==> config.mk <==
export PLATFORM = sky130hd
export DESIGN_NAME = key_press_classifier_flat
export DESIGN_NICKNAME = d
export VERILOG_FILES = /design/src/rtl/key_pkg.sv /design/src/rtl/key_press_classifier_if.sv /design/src/rtl/key_sync.sv /design/src/rtl/key_press_classifier.sv /design/src/flat_wrapper.sv
export SDC_FILE = /design/constraint.sdc
export NUM_CORES = 1
export LEC_CHECK = 0
export CORE_ASPECT_RATIO = 1.5
export CORE_UTILIZATION = 70
export CTS_BUF_LIST = sky130_fd_sc_hd__clkbuf_8
export DETAILED_ROUTE_END_ITERATION = 8
export GPL_TIMING_DRIVEN = 0
export PLACE_DENSITY = 0.94
export SLEW_MARGIN = 20
export SYNTH_ARGS = -nofsm -noshare
export SYNTH_HDL_FRONTEND = slang
export SYNTH_SLANG_ARGS = --single-unit
==> constraint.sdc <==
create_clock -name FPGA_CLK -period 6.7 [get_ports FPGA_CLK]
set_input_delay 1.005 -clock FPGA_CLK [delete_from_list [all_inputs] [get_ports FPGA_CLK]]
set_output_delay 1.005 -clock FPGA_CLK [all_outputs]
set_load 0.005 [all_outputs]
==> src/rtl/key_pkg.sv <==
// Shared types and 50 MHz timing constants for the push-button conditioning blocks.
package key_pkg;

   typedef enum logic [2:0] {
      IDLE,
      DEB_PRESS,
      HELD,
      LONG_HELD,
      DEB_RELEASE
   } key_state_t;

   localparam int TICKS_20MS  = 1_000_000;
   localparam int TICKS_1S    = 50_000_000;
   localparam int TICKS_250MS = 12_500_000;
   localparam int KEY_CNT_W   = 26;

endpackage

==> src/rtl/key_press_classifier_if.sv <==
// Key-side signal bundle: raw active-low button in, debounced level and event pulses out.
interface key_press_classifier_if;

   logic key_n;
   logic pressed;
   logic short_pulse;
   logic long_pulse;
   logic repeat_pulse;

   modport slave (
      input  key_n,
      output pressed,
      output short_pulse,
      output long_pulse,
      output repeat_pulse
   );

   modport master (
      output key_n,
      input  pressed,
      input  short_pulse,
      input  long_pulse,
      input  repeat_pulse
   );

endinterface

==> src/rtl/key_sync.sv <==
// Two-flop synchroniser for an asynchronous board input; resets to 1 (released/inactive).
module key_sync (
   input  logic i_clk,
   input  logic i_rst_n,
   input  logic i_async,
   output logic o_sync
);

   logic r_meta;
   logic r_sync;

   always_ff @(posedge i_clk or negedge i_rst_n) begin
      if (!i_rst_n) begin
         r_meta <= 1'b1;
         r_sync <= 1'b1;
      end else begin
         r_meta <= i_async;
         r_sync <= r_meta;
      end
   end

   assign o_sync = r_sync;

endmodule

==> src/rtl/key_press_classifier.sv <==
// Debounces one active-low key and classifies presses into short, long and auto-repeat pulses.
module key_press_classifier
   import key_pkg::*;
#(
   parameter int DEBOUNCE_TICKS = TICKS_20MS,
   parameter int LONG_TICKS     = TICKS_1S,
   parameter int REPEAT_TICKS   = TICKS_250MS,
   parameter int CNT_W          = KEY_CNT_W
) (
   input  logic                   FPGA_CLK,
   input  logic                   RESET_BUT,
   key_press_classifier_if.slave  key_bus
);

   localparam longint CNT_MAX = (longint'(1) << CNT_W) - 1;

   if (DEBOUNCE_TICKS < 1 || LONG_TICKS < 1 || REPEAT_TICKS < 1 ||
       longint'(DEBOUNCE_TICKS) > CNT_MAX || longint'(LONG_TICKS) > CNT_MAX ||
       longint'(REPEAT_TICKS) > CNT_MAX) begin : g_bad_cnt_w
      $error("key_press_classifier: CNT_W too small or tick parameter below 1");
   end

   localparam logic [CNT_W-1:0] DEB_LAST  = CNT_W'(DEBOUNCE_TICKS - 1);
   localparam logic [CNT_W-1:0] LONG_LAST = CNT_W'(LONG_TICKS - 1);
   localparam logic [CNT_W-1:0] REP_LAST  = CNT_W'(REPEAT_TICKS - 1);
   localparam logic [CNT_W-1:0] CNT_ONE   = CNT_W'(1);

   logic             w_key_s;
   key_state_t       r_state,    w_state_nxt;
   logic [CNT_W-1:0] r_deb_cnt,  w_deb_nxt;
   logic [CNT_W-1:0] r_hold_cnt, w_hold_nxt;
   logic [CNT_W-1:0] r_rep_cnt,  w_rep_nxt;
   logic             r_was_long, w_was_long_nxt;
   logic             r_pressed,  w_pressed_nxt;
   logic             r_short,    w_short_nxt;
   logic             r_long,     w_long_nxt;
   logic             r_repeat,   w_repeat_nxt;

   key_sync u_sync (
      .i_clk   (FPGA_CLK),
      .i_rst_n (RESET_BUT),
      .i_async (key_bus.key_n),
      .o_sync  (w_key_s)
   );

   always_ff @(posedge FPGA_CLK or negedge RESET_BUT) begin
      if (!RESET_BUT) begin
         r_state    <= IDLE;
         r_deb_cnt  <= '0;
         r_hold_cnt <= '0;
         r_rep_cnt  <= '0;
         r_was_long <= 1'b0;
         r_pressed  <= 1'b0;
         r_short    <= 1'b0;
         r_long     <= 1'b0;
         r_repeat   <= 1'b0;
      end else begin
         r_state    <= w_state_nxt;
         r_deb_cnt  <= w_deb_nxt;
         r_hold_cnt <= w_hold_nxt;
         r_rep_cnt  <= w_rep_nxt;
         r_was_long <= w_was_long_nxt;
         r_pressed  <= w_pressed_nxt;
         r_short    <= w_short_nxt;
         r_long     <= w_long_nxt;
         r_repeat   <= w_repeat_nxt;
      end
   end

   // A high key_s in either held state wins over the hold/repeat count, so counters freeze.
   always_comb begin
      w_state_nxt    = r_state;
      w_deb_nxt      = r_deb_cnt;
      w_hold_nxt     = r_hold_cnt;
      w_rep_nxt      = r_rep_cnt;
      w_was_long_nxt = r_was_long;
      w_short_nxt    = 1'b0;
      w_long_nxt     = 1'b0;
      w_repeat_nxt   = 1'b0;
      unique case (r_state)
         IDLE: begin
            if (!w_key_s) begin
               w_state_nxt = DEB_PRESS;
               w_deb_nxt   = '0;
            end
         end
         DEB_PRESS: begin
            if (w_key_s) begin
               w_state_nxt = IDLE;
            end else if (r_deb_cnt == DEB_LAST) begin
               w_state_nxt    = HELD;
               w_hold_nxt     = '0;
               w_was_long_nxt = 1'b0;
            end else begin
               w_deb_nxt = r_deb_cnt + CNT_ONE;
            end
         end
         HELD: begin
            if (w_key_s) begin
               w_state_nxt = DEB_RELEASE;
               w_deb_nxt   = '0;
            end else if (r_hold_cnt == LONG_LAST) begin
               w_state_nxt    = LONG_HELD;
               w_long_nxt     = 1'b1;
               w_rep_nxt      = '0;
               w_was_long_nxt = 1'b1;
            end else begin
               w_hold_nxt = r_hold_cnt + CNT_ONE;
            end
         end
         LONG_HELD: begin
            if (w_key_s) begin
               w_state_nxt = DEB_RELEASE;
               w_deb_nxt   = '0;
            end else if (r_rep_cnt == REP_LAST) begin
               w_repeat_nxt = 1'b1;
               w_rep_nxt    = '0;
            end else begin
               w_rep_nxt = r_rep_cnt + CNT_ONE;
            end
         end
         DEB_RELEASE: begin
            if (!w_key_s) begin
               w_state_nxt = r_was_long ? LONG_HELD : HELD;
            end else if (r_deb_cnt == DEB_LAST) begin
               w_state_nxt = IDLE;
               w_short_nxt = !r_was_long;
            end else begin
               w_deb_nxt = r_deb_cnt + CNT_ONE;
            end
         end
         default: w_state_nxt = IDLE;
      endcase
      w_pressed_nxt = (w_state_nxt == HELD) || (w_state_nxt == LONG_HELD) ||
                      (w_state_nxt == DEB_RELEASE);
   end

   assign key_bus.pressed      = r_pressed;
   assign key_bus.short_pulse  = r_short;
   assign key_bus.long_pulse   = r_long;
   assign key_bus.repeat_pulse = r_repeat;

endmodule

==> src/flat_wrapper.sv <==
// flat-port wrapper written by rule: the top's interface ports become plain ports
module key_press_classifier_flat import key_pkg::*;
#(
   parameter int DEBOUNCE_TICKS = TICKS_20MS,
   parameter int LONG_TICKS     = TICKS_1S,
   parameter int REPEAT_TICKS   = TICKS_250MS,
   parameter int CNT_W          = KEY_CNT_W
)
  (FPGA_CLK, RESET_BUT, key_bus_key_n, key_bus_pressed, key_bus_short_pulse, key_bus_long_pulse, key_bus_repeat_pulse);
  key_press_classifier_if key_bus_i ();
  input  logic FPGA_CLK;
  input  logic RESET_BUT;
  input wire logic [$bits(key_bus_i.key_n)-1:0] key_bus_key_n;
  output wire logic [$bits(key_bus_i.pressed)-1:0] key_bus_pressed;
  output wire logic [$bits(key_bus_i.short_pulse)-1:0] key_bus_short_pulse;
  output wire logic [$bits(key_bus_i.long_pulse)-1:0] key_bus_long_pulse;
  output wire logic [$bits(key_bus_i.repeat_pulse)-1:0] key_bus_repeat_pulse;
  assign key_bus_i.key_n = key_bus_key_n;
  assign key_bus_pressed = key_bus_i.pressed;
  assign key_bus_short_pulse = key_bus_i.short_pulse;
  assign key_bus_long_pulse = key_bus_i.long_pulse;
  assign key_bus_repeat_pulse = key_bus_i.repeat_pulse;
  key_press_classifier #(.DEBOUNCE_TICKS(DEBOUNCE_TICKS), .LONG_TICKS(LONG_TICKS), .REPEAT_TICKS(REPEAT_TICKS), .CNT_W(CNT_W)) u_core (.FPGA_CLK(FPGA_CLK), .RESET_BUT(RESET_BUT), .key_bus(key_bus_i));
endmodule
* After elaboration in Yosys (flattened, before gate mapping)
Cells that the tools add are included.
Word-level totals: output and inout port bits 4, input port bits 3, flip-flop bits (word level) 88
Cells by class: add/sub/neg operators 3, multiplexer cells 40, reductions and logical operators 12, equal/unequal tests 19
Operators with widths (count):
- 2-to-1 mux 26 bit | 13
- one-hot mux 26 bit (2 select lines) | 2
- one-hot mux 26 bit (4 select lines) | 1
- adder 26 x 1 -> 26 bit, second input constant | 3
- equality test 26 x 20 -> 1 bit, second input constant | 1
- equality test 26 x 24 -> 1 bit, second input constant | 1
- equality test 26 bit, second input constant | 1
- 2-to-1 mux 3 bit | 8
- one-hot mux 3 bit (5 select lines) | 1
- AND reduction 5 bit | 3
- 2-to-1 mux 1 bit | 14
- equality test 3 x 2 -> 1 bit, second input constant | 4
- != test 2 bit, second input constant | 6
- equality test 3 bit, second input constant | 2
- != test 2 x 1 -> 1 bit, second input constant | 3
- AND reduction 4 bit | 1
- nonzero test 2 bit | 2
- nonzero test 4 bit | 1
- equality test 3 x 1 -> 1 bit, second input constant | 1
- zero test 3 bit | 1
- logical OR 1 bit | 2
- one-hot mux 1 bit (2 select lines) | 1
- OR reduction 2 bit | 1
- zero test 1 bit | 1

* Logic depth before layout (Yosys ltp)
Gate-level depths: netlist of the first run.
word-level depth 7, depth in mapped cells 9, mapped depth without buffers 7

* Modules after synthesis
Synthesis of the first run repeated with hierarchy kept, for this count alone.
Unflattened totals: cells, all modules 584, area, all modules 5215.0 um^2
Modules (own cells, without submodules):
- key_press_classifier | cells an instance 582, instances 1, area an instance 5162.5 um^2
- key_sync | cells an instance 2, instances 1, area an instance 52.6 um^2

* Worst setup path after synthesis of the first run
No wires, ideal clock.
path kind register to register, from register u_core.r_deb_cnt[8], to register u_core.r_hold_cnt[25], period minus slack after synthesis 2.460 ns, path slack 4.240 ns, setup time 0.077 ns, arrival time 2.383 ns, cell stages (with the launch flop) 8, cell sequence dfrtp_1 > or4b_1 > or4_4 > nor4b_4 > buf_6 > o211ai_4 > or3_1 > a21oi_1
Between the ends: cells in the longest elaborated chain, start to end 3
RTL lines:
- start: declaration | line key_press_classifier.sv:30 | logic [CNT_W-1:0] r_deb_cnt, w_deb_nxt;
- start signal: assignment | line key_press_classifier.sv:59 | r_deb_cnt <= w_deb_nxt;
- equality test 26 x 20 -> 1 bit | line key_press_classifier.sv:90 | end else if (r_deb_cnt == DEB_LAST) begin
- != test 2 x 1 -> 1 bit (no source line)
- AND reduction 5 bit (no source line)
- end signal: assignment | line key_press_classifier.sv:60 | r_hold_cnt <= w_hold_nxt;
- end: declaration | line key_press_classifier.sv:31 | logic [CNT_W-1:0] r_hold_cnt, w_hold_nxt;
No other way between the ends. A chain may end at the register's enable or synchronous reset.

* Final worst setup path of the first run
from register u_core.r_state[1], to register u_core.r_hold_cnt[13]
Between the ends: cells in the longest elaborated chain, start to end 3
RTL lines:
- start: declaration | line key_press_classifier.sv:29 | key_state_t r_state, w_state_nxt;
- start signal: assignment | line key_press_classifier.sv:58 | r_state <= w_state_nxt;
- equality test 3 x 2 -> 1 bit / equality test 3 x 1 -> 1 bit (equally long branches) | line key_press_classifier.sv:80 | unique case (r_state)
- != test 2 bit (no source line), or another cell as far along
- AND reduction 5 bit (no source line)
Parallel ways exist; a longest one is shown, timed or not.

==> results of run 1 <==
[cell type report]
cell class	instances	area, µm²	area share (%)
Inverter	6	22.5	0.439
Clock inverter	6	86.3	1.68
Timing Repair Buffer	7	85.1	1.66
Clock buffer	9	124	2.42
Tap cell	76	95.1	1.85
Multi-Input combinational cell	404	2400	46.7
Buffer	27	114	2.22
Sequential cell	88	2200	43.0
[synth_stat cells, drive strengths merged (2+ instances only)]
| cell | count | share of area, % |
|---|---|---|
| o21bai | 3 | 0.48 |
| o31ai | 2 | 0.32 |
| a21o | 2 | 0.32 |
| nand2b | 4 | 0.53 |
| o21ai | 38 | 4.0 |
| ha | 3 | 0.79 |
| buf | 7 | 0.82 |
| and2 | 3 | 0.40 |
| nand4 | 25 | 3.3 |
| or4 | 2 | 0.40 |
| nor4 | 28 | 3.7 |
| and4 | 6 | 1.1 |
| dfrtp | 86 | 45 |
| xor2 | 29 | 5.4 |
| or2 | 2 | 0.26 |
| xnor2 | 30 | 5.6 |
| a21oi | 13 | 1.4 |
| clkbuf | 20 | 1.6 |
| or3 | 7 | 0.93 |
| nand3 | 23 | 2.4 |
| nor3 | 13 | 1.4 |
| nor4b | 8 | 1.8 |
| nor2 | 87 | 6.9 |
| nand2 | 38 | 3.0 |
| nor2b | 2 | 0.26 |
| o2111ai | 4 | 0.74 |
| and3 | 15 | 2.0 |
| dfstp | 2 | 1.1 |
| a31oi | 2 | 0.26 |
| inv | 6 | 0.48 |
| nor3b | 2 | 0.32 |
| o211ai | 5 | 1.1 |
[cells by family after synthesis]
family | synth area share (%)
flip-flops | 46.6
XOR/XNOR | 10.9
adder cells (fa/ha/maj) | 0.793
AND/OR/NAND/NOR | 29.6
AO/OA/AOI/OAI | 9.25
buffers and inverters | 2.88
[worst paths after layout]
kind                            slack (ns)                     to                  from
worst max-delay path                  3.88  u_core.r_hold_cnt[13]     u_core.r_state[1]
worst min-delay path                  0.36   u_core.u_sync.o_sync  u_core.u_sync.r_meta
worst max register to register        3.88  u_core.r_hold_cnt[13]     u_core.r_state[1]
worst min register to register        0.36   u_core.u_sync.o_sync  u_core.u_sync.r_meta
max in group asynchronous             5.50   u_core.u_sync.o_sync             RESET_BUT
min in group asynchronous             0.54   u_core.r_rep_cnt[14]             RESET_BUT
[power by group through the flow]
stage / clock [mW] / combinational (mW) / sequential, mW
after global routing: 0.421 / 0.0358 / 0.536
after detailed placement: 0 / 0.0308 / 0.546
after CTS: 0.402 / 0.0311 / 0.536
after floorplan: 0 / 0.0132 / 0.546
final: 0.400 / 0.0308 / 0.536
after global placement: 0 / 0.0279 / 0.546
[flip-flops by register name, summed over array words and instances (netlist names)]
signal / count
u_core.key_bus.long_pulse: 1
u_core.r_was_long: 1
u_core.r_deb_cnt: 26
u_core.key_bus.pressed: 1
u_core.u_sync.r_meta: 1
u_core.r_state: 3
u_core.key_bus.repeat_pulse: 1
u_core.u_sync.o_sync: 1
u_core.r_rep_cnt: 26
u_core.r_hold_cnt: 26
u_core.key_bus.short_pulse: 1
[layout by cell type (no fill, tap or decap), types with 9 or more instances in the layout]
cell type,Yosys,layout
clkbuf_1,20,20
a21oi_1,13,13
and3_1,15,15
dfrtp_1,86,86
nor4_1,28,27
nor2_1,87,87
nor3_1,13,13
xor2_1,29,29
o21ai_0,37,37
nand3_1,23,23
xnor2_1,30,30
nand4_1,25,25
clkbuf_8,0,9
nand2_1,38,38
[routing by layer]
metal	vias to the layer above	global-route usage [%]	wire, µm
li1	1902	-	-
met5	-	0	0
met2	189	59.2	5800
met4	0	16.5	394
met3	44	7.23	622
met1	2025	39.2	4350
[metrics by stage]
stage	util, %	area [µm²]	worst slack, ns
2_1_floorplan	-	4730	4.24
3_3_place_gp	74.8	4890	1.66
3_5_place_dp	75.2	4910	3.96
4_1_cts	78.4	5120	3.88
5_1_grt	78.5	5130	3.70
6_report	78.5	5130	3.88
==> flow_summary_export.csv, run 1 <==
group,metric,value,unit
place,hpwlAfterDp,7580,µm
synthesis,syn_avg_cell_area,9.01,µm²
setup_path,cp_slowest_cell,"a21oi_1",
power,p_sw_share,22.5,%
power,pwr_density_cell,188,nW/µm²
global_route,grt_pass1_wl,18800,µm
timing,setup_tns,0,ns
timing,min_period_over_period,42.2,%
setup_path,crit_family,"buffers and inverters",
global_route,grt-ovfl-total,0,
synthesis,synth_cells,525,
synthesis,synth-edff-count,0,
timing,setup_viol,0,
clocking,cts_sinks,88,
setup_path,endpoint_kind,"flip-flop",
timing,final_max_slew_viol_count,0,
global_route,grt_pass1_vias,4035,
floorplan,die-area,7100,µm²
place,portBuffers,6,
layout,layoutNonFillerInstCount,623,
power,total_switching_power,218,µW
clocking,cts.htree.levels,3,
synthesis,ys_async_sr_fraction,100,%
drt,num_vias,4160,
clocking,cts_tree,"done",
synthesis,ys.warnings.count,0,
hold_path,holdCritPathClass,"reg -> reg",
timing,holdWs,0.364,ns
place,gp_congestion,0.919,
drt,ant_nets,0,
synthesis,synth_area,4730,µm²
power,clockPowerShare,41.4,%
power,total_power,966,µW
floorplan,die_h,103,µm
drt,drc,0,
floorplan,rows,36,
floorplan,dieWidth,69.1,µm
floorplan,io_pins,7,
setup_path,cpPeakStageDelay,0.53,ns
setup_path,crit_buf_inv,2,
setup_path,arrival,3.10,ns
power,p_leak,2.15,nW
setup_path,crit_chain,"clkbuf_1, nor3b_1, nand2_1, a21oi_1, clkbuf_1, o21ai_0, xor2_1, nor2_1",
timing,worst_slew_pin_slew,1.05,ns
clocking,cts_buffers,9,
floorplan,start_util,72.5,%
clocking,worstSkewPairLatency,0.38,ns
place,place_inst,608,
drt,detail_route.vias_per_cell,6.68,
floorplan,core-area,6530,µm²
clocking,cts_resized,0,
synthesis,synth.distinct_cells,46,
setup_path,start_kind,"flip-flop",
timing,hold_viol_final,0,
power,intPower,748,µW
setup_path,critical_path.max_fanout,10,
timing,slew_headroom,29.5,%
layout,fillers,416,
setup_path,r2r_cells,8,
clocking,clock_path_buffers,2,
drt,drtPass1Iterations,5,
setup_path,crit_path_frequent_cell,"clkbuf_1",
setup_path,cp.required,6.97,ns
timing,final.min_clock_period,2.82,ns
drt,wl_per_cell,17.9,µm
timing,rsz0062_at_grt,"false",
setup_path,worst-path-stages,8,
power,irDropWorstVdd,0.000190,V
synthesis,seq_area_frac_synth,46.6,%
clocking,cts_setup_buffers,0,
status,run_status,"complete, no violations",
job,maxCapViolCount,0,
layout,layout-drive-gt1-share,5.48,%
layout,syn_to_final_growth,8.38,%
layout,num_antenna_cells,0,
clocking,cts.clk_slew.worst_paths,0.09,ns
global_route,antenna_found_initial,0,
clocking,hold_buffers,0,
setup_path,critical_path_class,"reg -> reg",
synthesis,ys_seq_elements,88,
power,combinationalPowerShare,3.2,%
timing,skew,0.0141,ns
drt,finalWirelength,11200,µm
power,pwr-share-seq,55.5,%
drt,drt_iter0_drc,465,
clocking,cts-root-buf,"clkbuf_8",
timing,max_freq,0.354,GHz
hold_path,hold_depth,0,
global_route,grt_max_degree,60,
synthesis,synth_fp_nets,531,
global_route,grt.total_usage,33.6,%
synthesis,synth_top_flop_cell,"dfrtp_1",
layout,nets,549,
No activity file was read; power rests on OpenSTA's default activity.
==> run 2, diff against run 1 <==
Settings changed: CORE_UTILIZATION 70 to 59, PLACE_DENSITY 0.94 to 0.85.
Clock period 6.7 ns to 2.5 ns, I/O delays scaled along.
==> flow_summary_export.csv, run 2 (synthesis results as in run 1) <==
group,metric,value,unit
status,run_status,"complete, but fails checks",
status,violations,"negative setup slack",
power,total_switching_power,552,µW
clocking,cts-root-buf,"clkbuf_8",
place,place_area,4940,µm²
timing,fin_ws,-0.204,ns
drt,drtPass1Iterations,5,
global_route,grt_pass1_wl,18700,µm
power,pwr-share-seq,59.1,%
drt,drc,0,
drt,detail_route.vias_per_cell,6.29,
layout,layout-drive-gt1-share,14.7,%
place,portBuffers,6,
layout,final_cell_mix,"85 x dfrtp_1, 84 x nor2_1, 38 x nand2_1",
layout,stdcell_area,5510,µm²
setup_path,start_kind,"flip-flop",
timing,setup_viol,26,
clocking,cts.clk_slew.worst_paths,0.08,ns
power,combinationalPowerShare,3.4,%
clocking,clock_path_buffers,2,
layout,multi_input_area,2560,µm²
timing,final.min_clock_period,2.70,ns
setup_path,cp.required,2.76,ns
place,hpwlAfterDp,7460,µm
timing,slew_headroom,53.3,%
drt,finalWirelength,11700,µm
floorplan,start_util,61.4,%
setup_path,critical_path.max_fanout,5,
drt,wl_per_cell,17.6,µm
layout,seq_area,2210,µm²
floorplan,dieWidth,75.1,µm
floorplan,io_pins,7,
layout,fillers,572,
layout,num_antenna_cells,0,
power,p_sw_share,22.7,%
timing,min_period_over_period,108,%
timing,max_freq,0.370,GHz
layout,largest_registers,"u_core.r_deb_cnt x26, u_core.r_hold_cnt x26, u_core.r_rep_cnt x26",
floorplan,core-area,7710,µm²
clocking,worstSkewPairLatency,0.37,ns
layout,syn_to_final_growth,16.5,%
timing,final_max_slew_viol_count,0,
clocking,cts_sinks,88,
place,gp_congestion,0.883,
floorplan,die-area,8390,µm²
global_route,grt.total_usage,29.0,%
power,pwr_density_cell,441,nW/µm²
job,maxCapViolCount,0,
timing,rsz0062_at_grt,"true",
power,total_power,2.43,mW
power,p_leak,2.28,nW
power,clockPowerShare,37.6,%
floorplan,die_h,112,µm
timing,hold_viol_final,0,
power,intPower,1.88,mW
setup_path,critical_path_class,"reg -> reg",
setup_path,endpoint_kind,"flip-flop",
clocking,hold_buffers,0,
setup_path,arrival,2.96,ns
layout,nets,566,
floorplan,rows,39,
drt,num_vias,4197,
clocking,cts_buffers,9,
drt,ant_nets,0,
timing,skew,0.00612,ns
global_route,antenna_found_initial,0,
global_route,grt_pass1_vias,4091,
timing,worst_slew_pin_slew,0.700,ns
clocking,cts_tree,"done",
clocking,cts.htree.levels,3,
global_route,grt_max_degree,54,
power,irDropWorstVdd,0.000373,V
global_route,grt-ovfl-total,0,
layout,final_common_cell,"dfrtp_1",
drt,drt_iter0_drc,339,
hold_path,holdCritPathClass,"in -> async",
[run 2: cell count changes in the layout (fill, tap and decap cells not counted), sizes merged]
cell,previous run,this run
buf,9,27
bufinv,2,0
clkbuf,29,31
clkinv,3,0
inv,7,10
[run 2: power by group through the flow]
| stage | Sequential (mW) | Combinational [mW] | Clock [mW] |
|---|---|---|---|
| 2_1_floorplan | 1.46 | 0.0352 | 0 |
| 3_3_place_gp | 1.46 | 0.0764 | 0 |
| 3_5_place_dp | 1.46 | 0.0817 | 0 |
| 4_1_cts | 1.44 | 0.0827 | 0.926 |
| 5_1_grt | 1.44 | 0.0945 | 0.991 |
| 6_report | 1.44 | 0.0820 | 0.913 |
[run 2: timing repair]
| item | CTS | global route |
|---|---|---|
| setup buffers | 7 | 11 |
| resized for setup | 25 | 48 |
| endpoints found under the setup margin | 63 | 64 |
| pin swaps | 11 | 31 |
| cloned | 0 | 2 |
[run 2: cell type report]
class	instances	share of cell area [%]
plain buffers	24	2.27
inverters	6	0.409
clock inverters	4	0.272
flip-flops and latches	88	40.0
repair buffers	27	5.18
well taps	102	2.32
clock buffers	12	3.00
multi-input cells	404	46.5
[run 2: stage by stage]
stage | std cells | TNS [ns] | setup WS (ns) | util, % | hold WS [ns]
floorplan | 525 | 0 | 0.0398 | - | 0.0794
global placement | 633 | -186.10 | -2.08 | 63.8 | 0.347
detailed placement | 634 | -7.52 | -0.249 | 64.0 | 0.347
CTS | 656 | -0.222 | -0.106 | 68.1 | 0.0627
global route | 667 | -5.82 | -0.244 | 71.5 | 0.103
finish | 667 | -2.58 | -0.204 | 71.5 | 0.0556
[run 2: metal layers]
layer  share of wire, %  routed length, µm  vias up  track usage (%)
li1                   -                  -     1942                -
met1                 39               4570     2089             33.8
met2                 54               6320      136             48.4
met3                4.6                539       30             5.88
met4                2.7                314        0             15.8
met5                  0                  0        -                0
[run 2: critical path, cell delays in order (launching register included)]
cell	delay, ns
dfrtp_1	0.41
or4_4	0.55
or4_4	0.54
nor4b_4	0.34
buf_6	0.19
buf_6	0.12
o2111ai_2	0.11
xor2_1	0.25
nor2_1	0.08
[run 2: worst paths after layout]
kind	from	to	slack, ns	depth (start not counted)
min in group FPGA_CLK	u_core.u_sync.r_meta	u_core.u_sync.o_sync	0.36	0
min reg2reg	u_core.u_sync.r_meta	u_core.u_sync.o_sync	0.36	0
min	RESET_BUT	u_core.r_rep_cnt[24]	0.06	1
max	u_core.r_deb_cnt[13]	u_core.r_hold_cnt[10]	-0.20	8
max reg2reg	u_core.r_deb_cnt[13]	u_core.r_hold_cnt[10]	-0.20	8
max in group asynchronous	RESET_BUT	u_core.u_sync.r_meta	1.75	2
